File: src/rtl/instr_pkg.sv
// Shared types and constants for RV32I instruction packing. Shared with the decoder-side benches.
package instr_pkg;

  typedef enum logic [1:0] {
    FMT_R  = 2'd0,
    FMT_I  = 2'd1,
    FMT_S  = 2'd2,
    FMT_SB = 2'd3
  } fmt_e;

  typedef enum logic [1:0] {
    IDLE = 2'd0,
    RUN  = 2'd1,
    DONE = 2'd2
  } state_e;

  localparam logic [31:0] NOP_INSTR = 32'h0000_0013;

  // Representable immediates: 12-bit signed for I/S, 13-bit even for SB.
  localparam int IMM12_MIN = -2048;
  localparam int IMM12_MAX = 2047;
  localparam int IMM13_MIN = -4096;
  localparam int IMM13_MAX = 4094;

endpackage

File: src/rtl/instr_pack_comb.sv
// Combinational RV32I field packing; the immediate range check exists only when
// IMM_RANGE_CHECK_EN is defined, otherwise immediates are truncated and err is 0.
module instr_pack_comb
  import instr_pkg::*;
(
  input  fmt_e        fmt,
  input  logic [6:0]  opcode,
  input  logic [4:0]  rd,
  input  logic [4:0]  rs1,
  input  logic [4:0]  rs2,
  input  logic [2:0]  funct3,
  input  logic [6:0]  funct7,
  input  logic [31:0] imm,
  output logic [31:0] instr,
  output logic        err
);

  logic [31:0] raw_instr;

  always_comb begin
    raw_instr = 32'h0;
    case (fmt)
      FMT_R:  raw_instr = {funct7, rs2, rs1, funct3, rd, opcode};
      FMT_I:  raw_instr = {imm[11:0], rs1, funct3, rd, opcode};
      FMT_S:  raw_instr = {imm[11:5], rs2, rs1, funct3, imm[4:0], opcode};
      FMT_SB: raw_instr = {imm[12], imm[10:5], rs2, rs1, funct3, imm[4:1], imm[11], opcode};
      default: raw_instr = 32'h0;
    endcase
  end

`ifdef IMM_RANGE_CHECK_EN
  logic bad_imm;

  always_comb begin
    bad_imm = 1'b0;
    case (fmt)
      FMT_I, FMT_S:
        bad_imm = ($signed(imm) < IMM12_MIN) || ($signed(imm) > IMM12_MAX);
      FMT_SB:
        bad_imm = ($signed(imm) < IMM13_MIN) || ($signed(imm) > IMM13_MAX) || imm[0];
      default:
        bad_imm = 1'b0;
    endcase
  end

  assign instr = bad_imm ? NOP_INSTR : raw_instr;
  assign err   = bad_imm;
`else
  // Upper immediate bits are deliberately dropped in the truncating build.
  logic unused_imm_bits;
  assign unused_imm_bits = ^{imm[31:13], imm[0]};
  assign instr = raw_instr;
  assign err   = 1'b0;
`endif

endmodule

File: src/rtl/instr_packer.sv
// Packs decoded fields into RV32I words and streams DEPTH addressed words per start pulse
// through a one-deep registered output stage. Range checking enabled by IMM_RANGE_CHECK_EN.
module instr_packer
  import instr_pkg::*;
#(
  parameter logic [31:0] BASE_ADDR = 32'h0000_0000,
  parameter int          DEPTH     = 64,
  parameter int          CNT_W     = 16
) (
  input  logic        clk,
  input  logic        rst,
  input  logic        start,
  input  logic        in_valid,
  output logic        in_ready,
  input  logic [1:0]  in_fmt,
  input  logic [6:0]  in_opcode,
  input  logic [4:0]  in_rd,
  input  logic [4:0]  in_rs1,
  input  logic [4:0]  in_rs2,
  input  logic [2:0]  in_funct3,
  input  logic [6:0]  in_funct7,
  input  logic [31:0] in_imm,
  output logic        out_valid,
  input  logic        out_ready,
  output logic [31:0] out_instr,
  output logic [31:0] out_addr,
  output logic        out_last,
  output logic        out_err,
  output logic        busy,
  output logic        done
);

  localparam logic [CNT_W-1:0] DEPTH_C = CNT_W'(DEPTH);
  localparam logic [CNT_W-1:0] LAST_C  = CNT_W'(DEPTH - 1);

  state_e           state_reg;
  logic [CNT_W-1:0] acc_cnt_reg;
  logic             out_valid_reg;
  logic [31:0]      out_instr_reg;
  logic [31:0]      out_addr_reg;
  logic             out_last_reg;
  logic             out_err_reg;

  logic [31:0] packed_instr;
  logic        packed_err;
  logic        accept;
  logic        out_hs;

  instr_pack_comb u_pack (
    .fmt    (fmt_e'(in_fmt)),
    .opcode (in_opcode),
    .rd     (in_rd),
    .rs1    (in_rs1),
    .rs2    (in_rs2),
    .funct3 (in_funct3),
    .funct7 (in_funct7),
    .imm    (in_imm),
    .instr  (packed_instr),
    .err    (packed_err)
  );

  assign in_ready = (state_reg == RUN) && (acc_cnt_reg < DEPTH_C) &&
                    (!out_valid_reg || out_ready);
  assign accept   = in_valid && in_ready;
  assign out_hs   = out_valid_reg && out_ready;

  always_ff @(posedge clk) begin
    if (rst) begin
      state_reg     <= IDLE;
      acc_cnt_reg   <= '0;
      out_valid_reg <= 1'b0;
      out_instr_reg <= 32'h0;
      out_addr_reg  <= BASE_ADDR;
      out_last_reg  <= 1'b0;
      out_err_reg   <= 1'b0;
    end else begin
      case (state_reg)
        IDLE, DONE: begin
          if (start) begin
            state_reg     <= RUN;
            acc_cnt_reg   <= '0;
            out_addr_reg  <= BASE_ADDR;
            out_valid_reg <= 1'b0;
          end
        end
        RUN: begin
          // Address tracks the word in the register: it steps only when a word leaves.
          if (out_hs) begin
            out_addr_reg <= out_addr_reg + 32'd4;
            if (!accept)
              out_valid_reg <= 1'b0;
            if (out_last_reg)
              state_reg <= DONE;
          end
          if (accept) begin
            out_valid_reg <= 1'b1;
            out_instr_reg <= packed_instr;
            out_err_reg   <= packed_err;
            out_last_reg  <= (acc_cnt_reg == LAST_C);
            acc_cnt_reg   <= acc_cnt_reg + 1'b1;
          end
        end
        default: state_reg <= IDLE;
      endcase
    end
  end

  assign out_valid = out_valid_reg;
  assign out_instr = out_instr_reg;
  assign out_addr  = out_addr_reg;
  assign out_last  = out_last_reg;
  assign out_err   = out_err_reg;
  assign busy      = (state_reg == RUN);
  assign done      = (state_reg == DONE);

endmodule

File: config.mk
export PLATFORM = sky130hd
export DESIGN_NAME = instr_packer
export DESIGN_NICKNAME = d
export VERILOG_FILES = /design/src/rtl/instr_pkg.sv /design/src/rtl/instr_pack_comb.sv /design/src/rtl/instr_packer.sv
export SDC_FILE = /design/constraint.sdc
export NUM_CORES = 1
export LEC_CHECK = 0
export ABC_CLOCK_PERIOD_IN_PS = 2700
export CAP_MARGIN = 20
export CORE_MARGIN = 5
export CORE_UTILIZATION = 35
export DETAILED_ROUTE_END_ITERATION = 10
export GPL_TIMING_DRIVEN = 0
export HOLD_SLACK_MARGIN = 0.05
export PLACE_DENSITY = 0.64
export SLEW_MARGIN = 20
export SYNTH_ARGS = -nofsm -noshare
export SYNTH_HDL_FRONTEND = slang
export SYNTH_HIERARCHICAL = 1
export SYNTH_SLANG_ARGS = --single-unit
File: constraint.sdc
create_clock -name clk -period 2.7 [get_ports clk]
set_clock_uncertainty 0.2 [all_clocks]
set_input_delay 0.81 -clock clk [delete_from_list [all_inputs] [get_ports clk]]
set_output_delay 0.81 -clock clk [all_outputs]
set_load 0.01 [all_outputs]
==> summary by stage, run 1 <==
Outcome
The flow ran to the end, and the final reports show no timing, DRC or antenna violations.

Pwr
The sequential power share is 52.8%. The net load switching power is 0.000619 W. The internal power summed over all cells is 0.00177 W. The cell area power density is 454 mW/mm². Of the total power, the share spent switching nets is 25.9%. The largest voltage drop on the vdd net is 0.209 mV.

The fraction of power consumed by the clock network is 35.1%. The combinational power share is 12.1%. The total leakage power is 1.81 nW.

Layout
Measured on the finished design, the core utilization comes to 48.6%. Counting the fill cells in the layout gives 1,055. The net count of the finished layout is 639. From synthesis to final layout, the design area changed by 36.6%. 0 antenna diodes ended up in the layout. The total area of multi-input combinational cells is 0.00191 mm². In the final layout, the share of cells above drive strength 1 is 15.2%.

The finished layout holds 711 standard cells, fillers aside. The register cell area after layout is 0.00166 mm². The number of flip-flops in the largest register is 32.

Clocking
CTS placed an instance of sky130_fd_sc_hd__clkbuf_8 at the clock tree root. After clock tree synthesis, the clock-pin slew on the worst setup and hold paths is 0.09 ns. The count of hold-fix buffers inserted at cts is 0.

Clock tree synthesis inserted a total of 9 buffers. TritonCTS built the clock tree. The number of clock sinks is 83. The later pin in the worst-skew pair is clocked with a latency of 0.35 ns. The H-tree level count is 3.

The clock passes through at most 2 buffers.

Critical path
The data required time at the worst endpoint is 1.69 ns. Traced cell by cell, the critical path runs through clkdlybuf4s15_2 > o2111a_1 > buf_4 > clkbuf_2. The cell with the biggest individual delay on the critical path is sky130_fd_sc_hd__o2111a_1. The capturing point of the worst reg2reg path is out_instr[29]$_SDFFE_PP0P_. STA puts the critical path data arrival time at 1.56 ns. The critical path is of the in -> out type. The most critical setup path has its endpoint at in_ready. For this run, the slowest stage of the critical path takes 0.24 ns.

The largest fanout on the critical path is 7. The element type at the critical path end is an output pin. The critical path launch point type is an input pin.

The beginning of the critical path is out_ready. For flop-to-flop paths, the worst setup slack is 0.53 ns. In this run the critical register-to-register path is launched from out_valid$_SDFFE_PP0P_. Measured in cells, the most critical reg-to-reg path has a length of 7.

Yosys
The count of flip-flops with a built-in enable after synthesis is 0. In this run the cell area of the synthesized design comes to 0.00386 mm². The synthesized design contains 83 register bits. By count the netlist is led by 85 x sky130_fd_sc_hd__nand2_1, 83 x sky130_fd_sc_hd__dfxtp_1, 49 x sky130_fd_sc_hd__a21oi_1. The count of synthesis-stage warnings from yosys is 6.

The proportion of synthesized flip-flops having asynchronous set or reset is 0%. The cell accounting for the most synthesized area is sky130_fd_sc_hd__dfxtp_1. The most numerous cell in the Yosys netlist is sky130_fd_sc_hd__nand2_1. After synthesis, the largest area contributor takes up 43.1% of total cell area. Yosys attributes the largest share of cell area to sky130_fd_sc_hd__dfxtp_1 43%, sky130_fd_sc_hd__nand2_1 8.3%, sky130_fd_sc_hd__a21oi_1 6.4%. The distinct cell type count after synthesis is 44. The most used flip-flop cell after synthesis is sky130_fd_sc_hd__dfxtp_1. The cell count after synthesis came out at 451. The per-instance average area after synthesis is 8.55 µm². The register area share after synthesis is 43.1%.

STA
For the pin with the worst max-slew slack, the measured transition is 0.568 ns. Derived from the worst setup path, the maximum achievable clock frequency is 0.388 GHz. The number of hold violations in the final report is 0.

Setup repair after global routing left no endpoint under its margin. After layout, the worst path uses 95.3% of the clock period. The worst path in the final design needs a cycle of 2.57 ns, including I/O delays and setup.

The final-layout worst hold slack is 0.255 ns. The final max-slew violation count came to 0. Across all setup checks in the final design, the least slack found is 0.126 ns. Setup violations remaining at the end of the flow were counted as 0. The tightest slew margin relative to the limit is 62.0%.

GRT
Global routing finished with a remaining overflow of 0. The initial antenna violation count is 0. Entering global routing, the biggest net connects 16 pins. The number of global-route vias before repair is 3,326.

Global routing consumed, over all layers together, 15.2% of the routing resources. The global-route wire length before repair is 16,400 µm.

Routing
The ratio of routed vias to standard cells is 4.79. The final wirelength is 10,200 µm. The number of search-and-repair iterations in the first detailed-routing pass is 4. Summed over all nets, wire length on met3 after detailed routing comes to 844 µm. The count of unresolved DRC violations after routing is 0. For this block, the initial DRC count from the detailed router was 161. The highest metal layer used by the detailed router is met4. Summed over all nets, wire length on met2 after detailed routing comes to 4710 µm. After detailed routing, the wire length on met1 is 4600 µm. Across all layers, the routed design uses 3,404 vias. In this run the remaining antenna-violating nets after routing total 0.

Dividing the detail-routed wire length by the instance count gives 14.4 µm.

Die
The core outline area is 0.0108 mm². Row generation in the floorplan step produced 38 rows. The total I/O pin count is 141. The chip height is 115 µm. The floorplan step defined a die boundary enclosing 0.0132 mm². The initial utilization of the core area, before any placement, comes to 35.6%. The x dimension of the die is 115 µm.

Min path
The worst min-delay path category is reg -> reg.

Place
The cell count after placement is 695. The post-placement worst setup slack is -0.590 ns. During placement, the flow inserted port buffers numbering 103.

Detailed placement finished with a half-perimeter wire length of 7770 µm. The congestion estimate from routability-driven global placement came to 0.836.

Job
Across the run, the number of max-cap violations was 0.
[stage by stage]
stage | TNS (ns) | power (W) | cell area [µm²]
final | 0 | 0.00239 | 5270
after global routing | 0 | 0.00252 | 5270
after CTS | 0 | 0.00244 | 5260
after detailed placement | -15.85 | 0.00158 | 5070
after global placement | -14.25 | 0.00158 | 5070
after floorplan | 0 | 0.00144 | 3860
[worst min path at each step]
stage                                            start                            to  slack (ns)  cells after the start
final                       out_instr[17]$_SDFFE_PP0P_    out_instr[17]$_SDFFE_PP0P_        0.26                      2
after global routing        out_instr[26]$_SDFFE_PP0P_    out_instr[26]$_SDFFE_PP0P_        0.28                      2
after CTS                    out_instr[7]$_SDFFE_PP0P_     out_instr[7]$_SDFFE_PP0P_        0.26                      2
after detailed placement     out_instr[7]$_SDFFE_PP0P_     out_instr[7]$_SDFFE_PP0P_        0.24                      2
after global placement      out_instr[26]$_SDFFE_PP0P_    out_instr[26]$_SDFFE_PP0P_        0.24                      2
after floorplan           acc_cnt_reg[15]$_SDFFE_PP0P_  acc_cnt_reg[15]$_SDFFE_PP0P_        0.23                      1
[worst max-delay path, delay by kind of cell]
kind / cells / cell delay, ns
AO/OA/AOI/OAI: 1 / 0.24
buffers and inverters: 3 / 0.51
[metal layers]
metal | up-vias | track usage (%)
met1 | 1558 | 19.2
met5 | - | 0
met3 | 6 | 5.26
met4 | 0 | 3.99
li1 | 1732 | -
met2 | 108 | 24.8
[cell usage in the layout, fill, tap and decap left out, types with 2 or more instances in the layout]
| cell | count |
|---|---|
| sky130_fd_sc_hd__clkdlybuf4s50_1 | 101 |
| sky130_fd_sc_hd__nand2_1 | 85 |
| sky130_fd_sc_hd__dfxtp_1 | 82 |
| sky130_fd_sc_hd__a21oi_1 | 49 |
| sky130_fd_sc_hd__nor2_1 | 41 |
| sky130_fd_sc_hd__buf_4 | 21 |
| sky130_fd_sc_hd__xnor2_1 | 21 |
| sky130_fd_sc_hd__mux2_2 | 15 |
| sky130_fd_sc_hd__nand3_1 | 14 |
| sky130_fd_sc_hd__nand4_1 | 11 |
| sky130_fd_sc_hd__clkbuf_1 | 11 |
| sky130_fd_sc_hd__inv_1 | 10 |
| sky130_fd_sc_hd__clkbuf_8 | 10 |
| sky130_fd_sc_hd__nor4_2 | 8 |
| sky130_fd_sc_hd__o21ai_0 | 7 |
| sky130_fd_sc_hd__nor3_1 | 5 |
| sky130_fd_sc_hd__o21a_1 | 5 |
| sky130_fd_sc_hd__and2_1 | 5 |
| sky130_fd_sc_hd__buf_6 | 5 |
| sky130_fd_sc_hd__or3_1 | 5 |
| sky130_fd_sc_hd__xor2_1 | 5 |
| sky130_fd_sc_hd__and2b_2 | 4 |
| sky130_fd_sc_hd__and3_1 | 4 |
| sky130_fd_sc_hd__mux2i_1 | 4 |
| sky130_fd_sc_hd__nor4_1 | 3 |
| sky130_fd_sc_hd__buf_2 | 3 |
| sky130_fd_sc_hd__and4_1 | 3 |
| sky130_fd_sc_hd__conb_1 | 3 |
| sky130_fd_sc_hd__clkinv_4 | 3 |
| sky130_fd_sc_hd__nor2b_1 | 2 |
| sky130_fd_sc_hd__or3_2 | 2 |
| sky130_fd_sc_hd__ha_1 | 2 |
| sky130_fd_sc_hd__clkinvlp_4 | 2 |
[cells by family after synthesis]
group	synth area share (%)
xor+xnor	5.90
mux	5.42
other cells	0.195
fa+ha+maj	0.649
flops	43.1
simple gates	27.5
buf+inv	7.98
compound gates	9.24
[layout make-up]
| type | count | area share (%) |
|---|---|---|
| Buffer | 40 | 5.13 |
| Sequential cell | 83 | 31.6 |
| Multi-Input combinational cell | 319 | 36.2 |
| Inverter | 10 | 0.713 |
| Clock inverter | 6 | 0.950 |
| Tap cell | 140 | 3.33 |
| Timing Repair Buffer | 103 | 19.5 |
| Clock buffer | 10 | 2.61 |
[power groups by stage]
stage / Sequential (W) / Clock (W) / Combinational (W)
detailed placement: 0.00129 / 0 / 0.000293
CTS: 0.00126 / 0.000882 / 0.000294
global placement: 0.00129 / 0 / 0.000291
finish: 0.00126 / 0.000840 / 0.000290
global route: 0.00127 / 0.000934 / 0.000317
floorplan: 0.00130 / 0 / 0.000140
[what timing repair did]
action	CTS	global route
setup endpoints to repair	1	1
buffers inserted	0	0
gates resized for setup	6	3
Power figures use the tool's default switching activity.
==> inputs of run 2 (changes only) <==
--- a/config.mk
+++ b/config.mk
@@ -7,7 +7,6 @@
 export LEC_CHECK = 0
 export ABC_CLOCK_PERIOD_IN_PS = 2700
 export CAP_MARGIN = 20
-export CORE_MARGIN = 5
 export CORE_UTILIZATION = 35
 export DETAILED_ROUTE_END_ITERATION = 10
 export GPL_TIMING_DRIVEN = 0
==> run 2 against run 1 <==
Clock-buffer cell count increased by 2. Combinational power about the same. Setup slack improved by 0.0021 ns. Critical path depth unchanged. Sequential share of layout area increased by 0.14 points. Worst hold slack got worse by 0.0048 ns. First-iteration DRC count increased by 8.1%. Power decreased by 1.6%. Die area decreased by 13%. Critical path type unchanged. Via count decreased by 0.21%. Highest routed layer unchanged. Flip-flop and latch count unchanged. Largest cell class unchanged.
==> summary by stage, run 2 (synthesis results as in run 1) <==
GRT
The number of global-route vias before repair was 3,240. The initial antenna violation count is 0. Global routing consumed, over all layers together, 17.4% of the routing resources. The maximum number of pins on one net before global-route repair is 14. The global-route congestion overflow total is 0. The global-route wire length before repair is 15,800 µm.

Place
The count of buffers from port buffering is 103. The final RePlAce weighted congestion is 0.831. Detailed placement finished with a half-perimeter wire length of 7320 µm. The post-placement worst setup slack is -0.592 ns.

STA
After layout, the worst path uses 95.3% of the clock period. The number of hold violations in the final report came to 0. Setup repair after global routing left no endpoint under its margin.

The maximum operating frequency is 0.389 GHz. The time the final worst path needs with I/O delays and setup is 2.57 ns. The final max-slew violation count is 0.

The slack of the critical path is 0.128 ns. The final setup violation count is 0. Measured against its own limit, the worst slew margin works out to 62.8%.

The worst-margin pin slew is 0.558 ns.

Outcome
The flow ran to the end, and the final reports show no timing, DRC or antenna violations.

Layout
In the layout the commonest cells are 101 x sky130_fd_sc_hd__clkdlybuf4s50_1, 85 x sky130_fd_sc_hd__nand2_1, 82 x sky130_fd_sc_hd__dfxtp_1, 49 x sky130_fd_sc_hd__a21oi_1, 41 x sky130_fd_sc_hd__nor2_1. The final net count is 639. The post-route netlist has 15.1% of its cells at a drive strength greater than 1. The number of antenna diodes in the final layout is 0. The most common cell after layout, fill and taps aside is sky130_fd_sc_hd__clkdlybuf4s50_1.

Compared with the post-synthesis result, the final layout area differs by 35.9%. The number of flip-flops in the largest register is 32.

Critical path
The largest fanout on the critical path is 7. On the critical path the largest part of the delay comes from buffers and inverters. The data required time at the worst endpoint is 1.69 ns. The delay contributed by the slowest stage of the critical path is 0.24 ns. STA classifies the critical path endpoint as an output pin. Traced cell by cell, the critical path runs through clkdlybuf4s15_2 > o2111a_1 > buf_4 > clkbuf_2. By startpoint and endpoint, the worst setup path is classified as in -> out.

The critical path data arrival time is 1.56 ns. Among all stages on the critical path, the largest delay is contributed by sky130_fd_sc_hd__o2111a_1. The number of buffers and inverters on the critical path is 3. STA classifies the critical path startpoint as an input pin.

Die
The core outline area is 0.0105 mm². The initial standard-cell utilization of the core is 36.7%. The die is 107 µm tall. Pin placement for this block handled 141 I/O pins.

The floorplan step defined a die boundary enclosing 0.0114 mm². The floorplan has 37 rows. From left edge to right edge, the die measures 107 µm.

Routing
Wires add up to 9840 µm. For this run, the detailed router's first-pass iteration total came to 4. The per-cell routed wire length is 13.9 µm. For this run, design rule violations remaining after detail routing come to 0. The total via count after detailed routing is 3,397.

The number of nets with antenna violations after detailed routing is 0. The first routing iteration left 174 violations. The ratio of routed vias to standard cells is 4.80.

Pwr
The total leakage power is 1.81 nW. The cell area power density is 449 mW/mm². The final total power is 0.00235 W. Across the VDD grid, the largest voltage drop is 0.212 mV.

Clocking
In this run, CTS created clock tree buffers numbering 9. The cell chosen for the clock root is sky130_fd_sc_hd__clkbuf_8. The TritonCTS clock tree is yes.

The H-tree generated during clock tree synthesis spans 3 levels. The number of setup buffers added after CTS is 0. The latest clock arrival within the worst-skew pair is 0.36 ns. The number of clock sinks is 83. The clock passes through at most 2 buffers. Hold repair after CTS inserted 0 buffers. The register clock-pin slew on the reported worst setup and hold paths is 0.08 ns.

Min path
The path class of the tightest hold or removal check is reg -> reg.

Job
Across the run, the number of max-cap violations was 0.
-- run 2: stage by stage --
stage | setup TNS, ns | utilization, % | instance area, µm² | std cells | hold slack (ns)
after global placement | -14.05 | 48.2 | 5060 | 691 | 0.238
after global routing | 0 | 49.9 | 5240 | 707 | 0.265
after detailed placement | -15.96 | 48.2 | 5060 | 691 | 0.244
final | 0 | 49.9 | 5240 | 707 | 0.250
after CTS | 0 | 49.9 | 5250 | 707 | 0.255
after floorplan | 0 | - | 3860 | 452 | 0.231
-- run 2: worst paths after layout --
path                                end                       start  slack [ns]  cells past startpoint
max                            in_ready                   out_ready        0.13                      4
min          out_instr[19]$_SDFFE_PP0P_  out_instr[19]$_SDFFE_PP0P_        0.25                      2
max reg2reg   out_addr[21]$_SDFFE_PP0P_    out_addr[9]$_SDFFE_PP0P_        0.54                      6
min reg2reg  out_instr[19]$_SDFFE_PP0P_  out_instr[19]$_SDFFE_PP0P_        0.25                      2
-- run 2: what timing repair did --
| action | 4_1_cts | 5_1_grt |
|---|---|---|
| pin swaps | 0 | 0 |
| gates resized for setup | 7 | 2 |
| endpoints found under the hold margin | 0 | 0 |
| endpoints found under the setup margin | 1 | 1 |
-- run 2: worst reg2reg max path, stage by stage, from the launching register on --
cell and delay, ns:
sky130_fd_sc_hd__dfxtp_1 0.41, sky130_fd_sc_hd__and4_1 0.31, sky130_fd_sc_hd__nand4_2 0.29, sky130_fd_sc_hd__buf_2 0.32
sky130_fd_sc_hd__nor3_1 0.30, sky130_fd_sc_hd__xnor2_1 0.16, sky130_fd_sc_hd__nor2_1 0.05
-- run 2: cell type report --
cell class / count / area (µm²)
Fill cell: 1032 / 5270
Multi-Input combinational cell: 319 / 1900
Sequential cell: 83 / 1660
Timing Repair Buffer: 103 / 1030
Buffer: 40 / 270
Tap cell: 136 / 170
Clock buffer: 12 / 145
Inverter: 10 / 37.5
Clock inverter: 4 / 26.3
-- run 2: metal layers --
metal,wire [µm],GRT usage (%),part of all wire [%],vias up
li1,-,-,-,1722
met3,736,5.17,7.5,11
met5,0,0,0,-
met4,118,5.58,1.2,0
met1,4330,21.1,44,1559
met2,4650,29.5,47,105
-- run 2: where the power goes --
| part | switching (W) | total (W) | internal [W] | leakage (nW) |
|---|---|---|---|---|
| logic | 0.000133 | 0.000289 | 0.000157 | 1.05 |
| clock network | 0.000445 | 0.000803 | 0.000358 | 0.0863 |
| registers | 0.0000146 | 0.00126 | 0.00125 | 0.671 |
| total | 0.000592 | 0.00235 | 0.00176 | 1.81 |
==> inputs of run 3 (changes only) <==
--- a/config.mk
+++ b/config.mk
@@ -7,11 +7,11 @@
 export LEC_CHECK = 0
 export ABC_CLOCK_PERIOD_IN_PS = 2700
 export CAP_MARGIN = 20
-export CORE_UTILIZATION = 35
+export CORE_UTILIZATION = 30
 export DETAILED_ROUTE_END_ITERATION = 10
 export GPL_TIMING_DRIVEN = 0
 export HOLD_SLACK_MARGIN = 0.05
-export PLACE_DENSITY = 0.64
+export PLACE_DENSITY = 0.57
 export SLEW_MARGIN = 20
 export SYNTH_ARGS = -nofsm -noshare
 export SYNTH_HDL_FRONTEND = slang
==> run 3 against run 2 <==
Setup slack got worse by 0.062 ns. Cell area increased by 3.0%. Clock-buffer cell count decreased by 2. Clock power increased by 46%. Wire length increased by 1.6%. Global-route usage decreased by 2.1 points. Worst hold slack about the same. Critical path type unchanged. Largest power group unchanged. Highest routed layer unchanged.
==> summary by stage, run 3 (synthesis results as in run 1) <==
Outcome
The run finished with clean final reports.

STA
Summed over all failing endpoints, the final setup total negative slack is 0 ns. Counting I/O delays and the setup requirement, the final critical path takes 2.63 ns. Hold is met by 0.251 ns. Setup repair after global routing left no endpoint under its margin. The number of hold violations in the final report was 0. For the pin with the worst max-slew slack, the measured transition is 0.574 ns. Headroom to the max-slew limit came out at 61.6%. Setup violations remaining at the end of the flow were counted as 0. Timing would allow up to 0.380 GHz. The final max-slew violation count is 0.

The worst path uses 97.6% of the clock period.

Min path
The number of cells traversed by the worst hold path is 2. The path with the worst hold slack has its endpoint at out_instr[30]$_SDFFE_PP0P_. The start point of the worst min-delay path is out_instr[30]$_SDFFE_PP0P_. The worst min-delay path category is reg -> reg.

Die
The floorplan die area is 0.0133 mm². The chip height is 115 µm. Pin placement for this block handled 141 I/O pins.

The site row count is 41. The core outline area is 0.0126 mm². The die is 115 µm wide. Once the floorplan was initialized, standard cells occupied 30.7% of the core.

Critical path
The setup path with the least slack is of type in -> out. The worst setup path is launched from an input pin. The setup slack on the worst flop-to-flop path is 0.49 ns. The cell depth of the worst flop-to-flop path is 8. The element type at the critical path end is an output pin. STA puts the critical path data required time at 1.69 ns. The capturing point of the worst reg2reg path is out_instr[26]$_SDFFE_PP0P_. The startpoint identified for the worst register-to-register timing path is acc_cnt_reg[6]$_SDFFE_PP0P_. The critical path data arrival time is 1.62 ns. The largest fanout on the critical path is 3.

GRT
The global-route congestion overflow total is 0. Global routing used 4.53% of the available met3 tracks. The initial antenna violation count is 1. The global-route total usage across every layer is 15.3%. The most crowded layer after global routing is met2. The met2 layer usage reported by global route is 26.3%.

The maximum number of pins on one net before global-route repair is 16. The number of global-route vias before repair is 3,389. The fraction of met1 tracks used by global routing is 18.6%. The global-route wire length before repair is 16,100 µm.

Place
Detailed placement ended at an HPWL of 7450 µm. The count of buffers from port buffering is 103. The cell count after placement is 727. The final RePlAce weighted congestion is 0.793. The total placed instance area is 0.00511 mm².

Pwr
The final total power is 0.00272 W. The analysis attributes to cell leakage a power of 1.86 nW. VDD sags by at most 0.259 mV.

Power spread over the standard cell area amounts to 503 mW/mm².

Clocking
Clock latency on the worst-skew pair, taken at its later pin, is 0.33 ns. The number of clock sinks is 83. The clock passes through at most 2 buffers. The count of hold-fix buffers inserted at cts is 0. The register clock-pin slew on the reported worst setup and hold paths is 0.06 ns.

The root buffer cell chosen for the clock tree is sky130_fd_sc_hd__clkbuf_16. The TritonCTS clock tree is yes. The number of CTS-inserted buffers is 9. The H-tree was split into 3 levels.

Layout
The layout-stage area growth over the synthesis result is 40.0%. The number of flip-flops in the largest register is 32. The top cell types in the final layout, fill and taps aside, are 101 x sky130_fd_sc_hd__clkdlybuf4s50_1, 85 x sky130_fd_sc_hd__nand2_1, 83 x sky130_fd_sc_hd__dfxtp_1, 49 x sky130_fd_sc_hd__a21oi_1, 41 x sky130_fd_sc_hd__nor2_1. The net count of the finished layout is 639. The most common cell after layout, fill and taps aside is sky130_fd_sc_hd__clkdlybuf4s50_1. Of the cells placed in the final design, the portion with a size suffix greater than 1 is 15.1%. The final cell count without fillers is 744. The total of fill cells in the finished design is 1,258. Summing all non-filler instances in the final layout gives an area of 0.00540 mm².

Routing
Using the TritonRoute via totals, the vias-per-cell ratio works out to 4.58. The count of nets left with antenna violations once routing finished came out at 0. The final wirelength is 9990 µm.

The total via count after detailed routing is 3,405. The first routing iteration left 121 violations. The first TritonRoute pass finished after 4 iterations. In the routed design, unresolved DRC markers number 0. The per-cell routed wire length is 13.4 µm.

Job
The max capacitance violation total is 0.
==> run 3: changes by cell type in the layout (fill, tap and decap cells not counted), sizes merged <==
| cell | change |
|---|---|
| clkbuf | -3 |
| clkinvlp | +1 |
| diode | +1 |
| dlygate4sd2 | +1 |
| inv | +1 |
==> run 3: how the worst max path moves through the flow <==
stage               startpoint                        end  slack, ns  depth (start not counted)
finish               out_ready                   in_ready       0.07                          3
global placement     out_ready                   in_ready      -0.57                          4
global route               rst  out_addr[30]$_SDFFE_PP0P_       0.02                          5
CTS                  out_ready                   in_ready       0.05                          3
floorplan            out_ready  out_addr[22]$_SDFFE_PP0P_       0.48                          6
detailed placement   out_ready                   in_ready      -0.58                          4
==> run 3: final cells by class <==
cell class	count	area [µm²]	area share (%)
Timing Repair Buffer	104	1040	19.2
Buffer	39	264	4.89
Antenna cell	1	2.50	0.0463
Sequential cell	83	1660	30.8
Multi-Input combinational cell	319	1890	35.0
Inverter	10	37.5	0.695
Clock buffer	10	239	4.42
Tap cell	172	215	3.98
Clock inverter	6	50.0	0.927
==> run 3: repair_timing <==
item                                    4_1_cts  5_1_grt
gates resized for setup                       5        2
endpoints found under the setup margin        1       10
setup buffers                                 1        0
pin swaps                                     1        0
==> run 3: per-layer routing <==
metal,vias up,part of all wire [%]
li1,1736,-
met1,1556,46
met2,106,45
met3,7,8.2
met4,0,0.82
met5,-,0
==> run 3: worst max-delay path, cell delays in order <==
cell	delay, ns
sky130_fd_sc_hd__dlygate4sd2_1	0.28
sky130_fd_sc_hd__o2111a_2	0.31
sky130_fd_sc_hd__clkdlybuf4s15_2	0.23
==> run 3: stage by stage <==
step | worst slack (ns) | utilization (%)
after floorplan | 0.482 | -
after global placement | -0.567 | 40.6
after detailed placement | -0.579 | 40.6
after CTS | 0.0539 | 42.9
after global routing | 0.0169 | 43.0
final | 0.0657 | 43.0
==> run 3: report_power, final <==
group          internal [W]  total (W)  switching, W
sequential          0.00125    0.00126     0.0000146
clock              0.000656    0.00117      0.000510
combinational      0.000158   0.000290      0.000133
total               0.00206    0.00272      0.000657
